### config.mk
export PLATFORM = sky130hd
export DESIGN_NAME = digit_entry
export DESIGN_NICKNAME = d
export VERILOG_FILES = /design/src/rtl/digit_entry.sv
export SDC_FILE = /design/constraint.sdc
export NUM_CORES = 1
export LEC_CHECK = 0
export CAP_MARGIN = 20
export CORE_ASPECT_RATIO = 0.5
export CORE_MARGIN = 4
export CORE_UTILIZATION = 35
export DETAILED_ROUTE_END_ITERATION = 10
export PLACE_DENSITY = 0.61
export SLEW_MARGIN = 20
export SYNTH_ARGS = -nofsm -noshare
export SYNTH_HDL_FRONTEND = slang
export SYNTH_SLANG_ARGS = --single-unit
export TNS_END_PERCENT = 1
### constraint.sdc
create_clock -name clk -period 1.93 [get_ports clk]
set_input_delay 0.4825 -clock clk [delete_from_list [all_inputs] [get_ports clk]]
set_output_delay 0.4825 -clock clk [all_outputs]
set_load 0.01 [all_outputs]
### src/rtl/digit_entry.sv
// Six-digit BCD entry controller: debounced ENTER/MODE keys, a cursor, and abort/restore.
// Optional cursor blink is enabled by defining DIGIT_ENTRY_BLINK_EN.
module digit_entry #(
  parameter int unsigned DEBOUNCE_CYCLES = 500000,
  parameter int unsigned BLINK_CYCLES    = 12500000
) (
  input  logic        clk,
  input  logic        rst_n,
  input  logic [9:0]  switch,
  input  logic [1:0]  key,
  output logic [23:0] digits,
  output logic [2:0]  cursor,
  output logic        valid,
  output logic        err,
  output logic [5:0]  blank
);

  localparam int unsigned DW = $clog2(DEBOUNCE_CYCLES);

  typedef enum logic [1:0] {IDLE, ENTRY, DONE} state_t;

  generate
    if (DEBOUNCE_CYCLES < 2 || BLINK_CYCLES < 2) begin : g_param_check
      $error("digit_entry: DEBOUNCE_CYCLES and BLINK_CYCLES must be at least 2");
    end
  endgenerate

  logic [1:0]    sync1_q, sync2_q, deb_q, deb_prev_q, arm_q, pipe_q;
  logic [DW-1:0] cnt_q [2];
  logic [1:0]    press_c;
  logic          enter_c, mode_c;
  logic [5:0]    unused_sw;

  state_t        state_q;
  logic [23:0]   digits_q, shadow_q;
  logic [2:0]    cursor_q;
  logic          valid_q, err_q;

  assign unused_sw = switch[9:4];

  // Synchronize and debounce both keys; arm_q blocks events until a key is seen released after reset
  always_ff @(posedge clk or negedge rst_n) begin
    if (!rst_n) begin
      sync1_q    <= '1;
      sync2_q    <= '1;
      deb_q      <= '1;
      deb_prev_q <= '1;
      arm_q      <= '0;
      pipe_q     <= '0;
      for (int k = 0; k < 2; k++) cnt_q[k] <= '0;
    end else begin
      sync1_q    <= key;
      sync2_q    <= sync1_q;
      pipe_q     <= {pipe_q[0], 1'b1};
      deb_prev_q <= deb_q;
      arm_q      <= arm_q | ({2{pipe_q[1]}} & sync2_q & deb_q);
      for (int k = 0; k < 2; k++) begin
        if (sync2_q[k] != deb_q[k]) begin
          if (cnt_q[k] == DW'(DEBOUNCE_CYCLES - 1)) begin
            deb_q[k] <= sync2_q[k];
            cnt_q[k] <= '0;
          end else begin
            cnt_q[k] <= cnt_q[k] + DW'(1);
          end
        end else begin
          cnt_q[k] <= '0;
        end
      end
    end
  end

  assign press_c = deb_prev_q & ~deb_q & arm_q;
  assign mode_c  = press_c[1];
  assign enter_c = press_c[0] & ~press_c[1];

`ifdef DIGIT_ENTRY_BLINK_EN
  localparam int unsigned BW = $clog2(BLINK_CYCLES);
  logic [BW-1:0] blink_cnt_q;
  logic          phase_q;
`endif

  // Entry FSM; MODE wins over a simultaneous ENTER
  always_ff @(posedge clk or negedge rst_n) begin
    if (!rst_n) begin
      state_q  <= IDLE;
      digits_q <= '0;
      shadow_q <= '0;
      cursor_q <= 3'd5;
      valid_q  <= 1'b0;
      err_q    <= 1'b0;
`ifdef DIGIT_ENTRY_BLINK_EN
      blink_cnt_q <= '0;
      phase_q     <= 1'b0;
`endif
    end else begin
      err_q <= 1'b0;
`ifdef DIGIT_ENTRY_BLINK_EN
      if (state_q == ENTRY) begin
        if (blink_cnt_q == BW'(BLINK_CYCLES - 1)) begin
          blink_cnt_q <= '0;
          phase_q     <= ~phase_q;
        end else begin
          blink_cnt_q <= blink_cnt_q + BW'(1);
        end
      end else begin
        blink_cnt_q <= '0;
        phase_q     <= 1'b0;
      end
`endif
      case (state_q)
        ENTRY: begin
          if (mode_c) begin
            digits_q <= shadow_q;
            valid_q  <= 1'b0;
            cursor_q <= 3'd5;
            state_q  <= IDLE;
          end else if (enter_c) begin
            if (switch[3:0] <= 4'd9) begin
              for (int i = 0; i < 6; i++)
                if (cursor_q == 3'(i)) digits_q[4*i +: 4] <= switch[3:0];
              if (cursor_q != 3'd0) begin
                cursor_q <= cursor_q - 3'd1;
              end else begin
                valid_q <= 1'b1;
                state_q <= DONE;
              end
`ifdef DIGIT_ENTRY_BLINK_EN
              blink_cnt_q <= '0;
              phase_q     <= 1'b0;
`endif
            end else begin
              err_q <= 1'b1;
            end
          end
        end
        default: begin
          if (mode_c) begin
            shadow_q <= digits_q;
            cursor_q <= 3'd5;
            valid_q  <= 1'b0;
            state_q  <= ENTRY;
          end
        end
      endcase
    end
  end

  assign digits = digits_q;
  assign cursor = cursor_q;
  assign valid  = valid_q;
  assign err    = err_q;
`ifdef DIGIT_ENTRY_BLINK_EN
  assign blank  = phase_q ? 6'(6'b1 << cursor_q) : 6'b0;
`else
  assign blank  = 6'b0;
`endif

endmodule

==> load_flow_metrics.sql <==
INSERT INTO impl_metrics (metric_group, metric, value, unit) VALUES
('drt', 'vias_per_cell', '5.05', ''),
('die', 'rows', '29', ''),
('sta', 'setup_viol', '0', ''),
('die', 'die-area', '15600', 'µm²'),
('cts', 'cts_htree_levels', '3', ''),
('final_layout', 'area_delta_synth_final', '23.2', '%'),
('drt', 'postRouteWirelength', '9.90', 'mm'),
('outcome', 'status', 'finished, final reports clean', ''),
('die', 'chipWidth', '172', 'µm'),
('placement', 'port_buffers', '36', ''),
('worst_setup_path', 'worst-r2r-setup-slack', '0.11', 'ns'),
('logic_synthesis', 'synth_cell_type_count', '47', ''),
('min_path', 'hold_class', 'input port to asynchronous set/reset pin', ''),
('cts', 'root_buffer', 'sky130_fd_sc_hd__clkbuf_16', ''),
('drt', 'postRouteAntennaNets', '0', ''),
('sta', 'final_hold_viol_count', '0', ''),
('pwr', 'power.clock.fraction', '44.9', '%'),
('sta', 'whs', '0.0623', 'ns'),
('pwr', 'finalPower', '4.28', 'mW'),
('sta', 'share_of_the_clock_period_used_by_the_worst_path', '95.3', '%'),
('final_layout', 'layoutNonFillerInstCount', '663', ''),
('cts', 'cts_sinks', '104', ''),
('job', 'max-cap-violations', '0', ''),
('global_route', 'maximum_number_of_pins_on_one_net_before_global_route_repair', '41', ''),
('worst_setup_path', 'worstPathArrival', '1.36', 'ns'),
('logic_synthesis', 'synth_top_cells_by_count', 'sky130_fd_sc_hd__dfrtp_1 (94), sky130_fd_sc_hd__nor2_1 (42), sky130_fd_sc_hd__nand2_1 (30)', ''),
('pwr', 'intPower', '3.39', 'mW'),
('sta', 'clock-skew-final', '0.00650', 'ns'),
('cts', 'cts.reportedPaths.clkPinSlew', '0.07', 'ns'),
('pwr', 'leakage', '2.55', 'nW'),
('placement', 'hpwl', '6.83', 'mm'),
('worst_setup_path', 'crit-reg2reg-capture', 'digits[0]', ''),
('worst_setup_path', 'critPathMaxFanout', '5', ''),
('logic_synthesis', 'synth_most_common_cell', 'sky130_fd_sc_hd__dfrtp_1', ''),
('drt', 'dr.pass1.iters', '4', ''),
('sta', 'shortest_clock_period_the_worst_path_allows_after_layout', '1.84', 'ns'),
('worst_setup_path', 'worst_path_max_delay_cell', 'sky130_fd_sc_hd__clkdlybuf4s50_1', ''),
('logic_synthesis', 'synth_area', '4730', 'µm²'),
('logic_synthesis', 'ys_seq_area_share', '55.3', '%'),
('pwr', 'power_switching', '0.893', 'mW'),
('worst_setup_path', 'endpoint_kind', 'output port', ''),
('logic_synthesis', 'synthArstFlopShare', '100', '%'),
('global_route', 'grt_use_total', '13.3', '%'),
('sta', 'drv_slew', '0', ''),
('sta', 'unrepaired_setup_endpoints_after_global_routing', 'false', ''),
('final_layout', 'final_layout_size_suffix_gt1_share', '23.3', '%'),
('final_layout', 'diodes', '0', ''),
('global_route', 'grt_antenna_before_repair', '0', ''),
('die', 'initial_core_util', '36.5', '%'),
('pwr', 'irDropWorstVdd', '440', 'µV'),
('die', 'io-pin-count', '49', ''),
('global_route', 'grt_remaining_overflow', '0', ''),
('final_layout', 'final_net_count', '509', ''),
('placement', 'gp_routability_congestion', '0.792', ''),
('logic_synthesis', 'synthCells', '420', ''),
('global_route', 'grt_first_pass_wirelength', '16.7', 'mm'),
('global_route', 'grt_pass1_vias', '3286', ''),
('drt', 'wl_per_cell', '14.9', 'µm'),
('worst_setup_path', 'critical_path.max_stage_delay', '0.53', 'ns'),
('cts', 'numCtsBuffers', '9', ''),
('placement', 'place_inst', '646', ''),
('worst_setup_path', 'crit_path_start_kind', 'register', ''),
('drt', 'routed-via-count', '3346', ''),
('logic_synthesis', 'yosysTopAreaCell', 'sky130_fd_sc_hd__dfrtp_1', ''),
('logic_synthesis', 'netlist_top_cells_area', 'sky130_fd_sc_hd__dfrtp_1 (50%), sky130_fd_sc_hd__mux2_2 (6.7%), sky130_fd_sc_hd__dfstp_2 (5.6%)', ''),
('logic_synthesis', 'ys_seq_elements', '104', ''),
('logic_synthesis', 'ys_warn_count', '0', ''),
('cts', 'clock_tree.buffer_depth', '2', ''),
('worst_setup_path', 'reg2reg_path_depth', '4', ''),
('pwr', 'combinationalPowerShare', '3.4', '%'),
('worst_setup_path', 'crit_chain', 'buf_4, clkdlybuf4s50_1', '');
[through the flow]
step                      TNS, ns  instance area, µm²  setup slack (ns)  util (%)
after floorplan                 0                4750            0.0689         -
after CTS                       0                5830           0.00271      45.0
final                           0                5830            0.0898      45.0
after global placement      -4.88                5510            -0.243      42.5
after global routing            0                5830           0.00468      45.0
after detailed placement    -4.75                5510            -0.241      42.5
[flip-flops by register name, summed over array words and instances (netlist names)]
register,cells
arm_q,2
sync1_q,2
sync2_q,2
err,1
cursor,3
cnt_q,38
state_q,2
digits,24
pipe_q,2
deb_prev_q,2
deb_q,2
shadow_q,24
[worst max-delay path: cells and delay by family (launching register included)]
kind	cells	cell delay, ns
flip-flops	1	0.34
buffers and inverters	2	0.67
[power groups by stage]
stage          Clock (mW)  Sequential (mW)  Combinational [mW]
2_1_floorplan           0             2.25              0.0571
3_3_place_gp            0             2.25               0.149
3_5_place_dp            0             2.25               0.150
4_1_cts              1.98             2.21               0.151
5_1_grt              2.08             2.21               0.167
6_report             1.92             2.21               0.144
[repair_timing]
action / 4_1_cts / 5_1_grt
endpoints found under the setup margin: 2 / 1
setup buffers: 1 / 0
hold buffers: 0 / 0
gates resized for setup: 1 / 1
[per-layer routing]
metal | track usage, % | wire (µm) | vias to the layer above | share of wire [%]
li1 | - | - | 1632 | -
met1 | 19.0 | 4980 | 1659 | 50
met2 | 19.8 | 4480 | 44 | 45
met3 | 3.37 | 317 | 11 | 3.2
met4 | 3.86 | 121 | 0 | 1.2
met5 | 0 | 0 | - | 0
[kinds of logic after synthesis]
family	count (synthesis)	synth area share, %
mux	31	7.35
fa+ha+maj	7	1.85
xor+xnor	27	5.00
compound gates	53	8.65
other cells	2	0.159
buf+inv	30	3.02
simple gates	166	18.7
flops	104	55.3
[final cells by class]
class | instances | area [µm²] | area share [%]
Sequential cell | 104 | 2620 | 44.9
Multi-Input combinational cell | 291 | 1990 | 34.2
Timing Repair Buffer | 72 | 654 | 11.2
Clock buffer | 11 | 233 | 3.99
Tap cell | 170 | 213 | 3.65
Clock inverter | 5 | 81.3 | 1.40
Inverter | 10 | 37.5 | 0.644
[layout by cell type (no fill, tap or decap), drive strengths merged, types with 12 or more instances in the layout]
master / synthesis / layout
nor4: 12 / 12
nor3: 12 / 12
dfrtp: 94 / 94
mux2: 30 / 30
xnor2: 14 / 14
clkdlybuf4s50: 0 / 33
nand3: 14 / 14
buf: 13 / 37
xor2: 13 / 13
o221a: 12 / 12
or3: 26 / 26
nor2: 42 / 42
nand2: 30 / 30
[how the worst max path moves through the flow]
stage / end / slack (ns)
5_1_grt: digits[1] / 0.005
3_3_place_gp: digits[0] / -0.24
3_5_place_dp: digits[1] / -0.24
2_1_floorplan: cnt_q[25] / 0.07
6_report: valid / 0.09
4_1_cts: cursor[2] / 0.003
(Power assumes the default switching activity.)
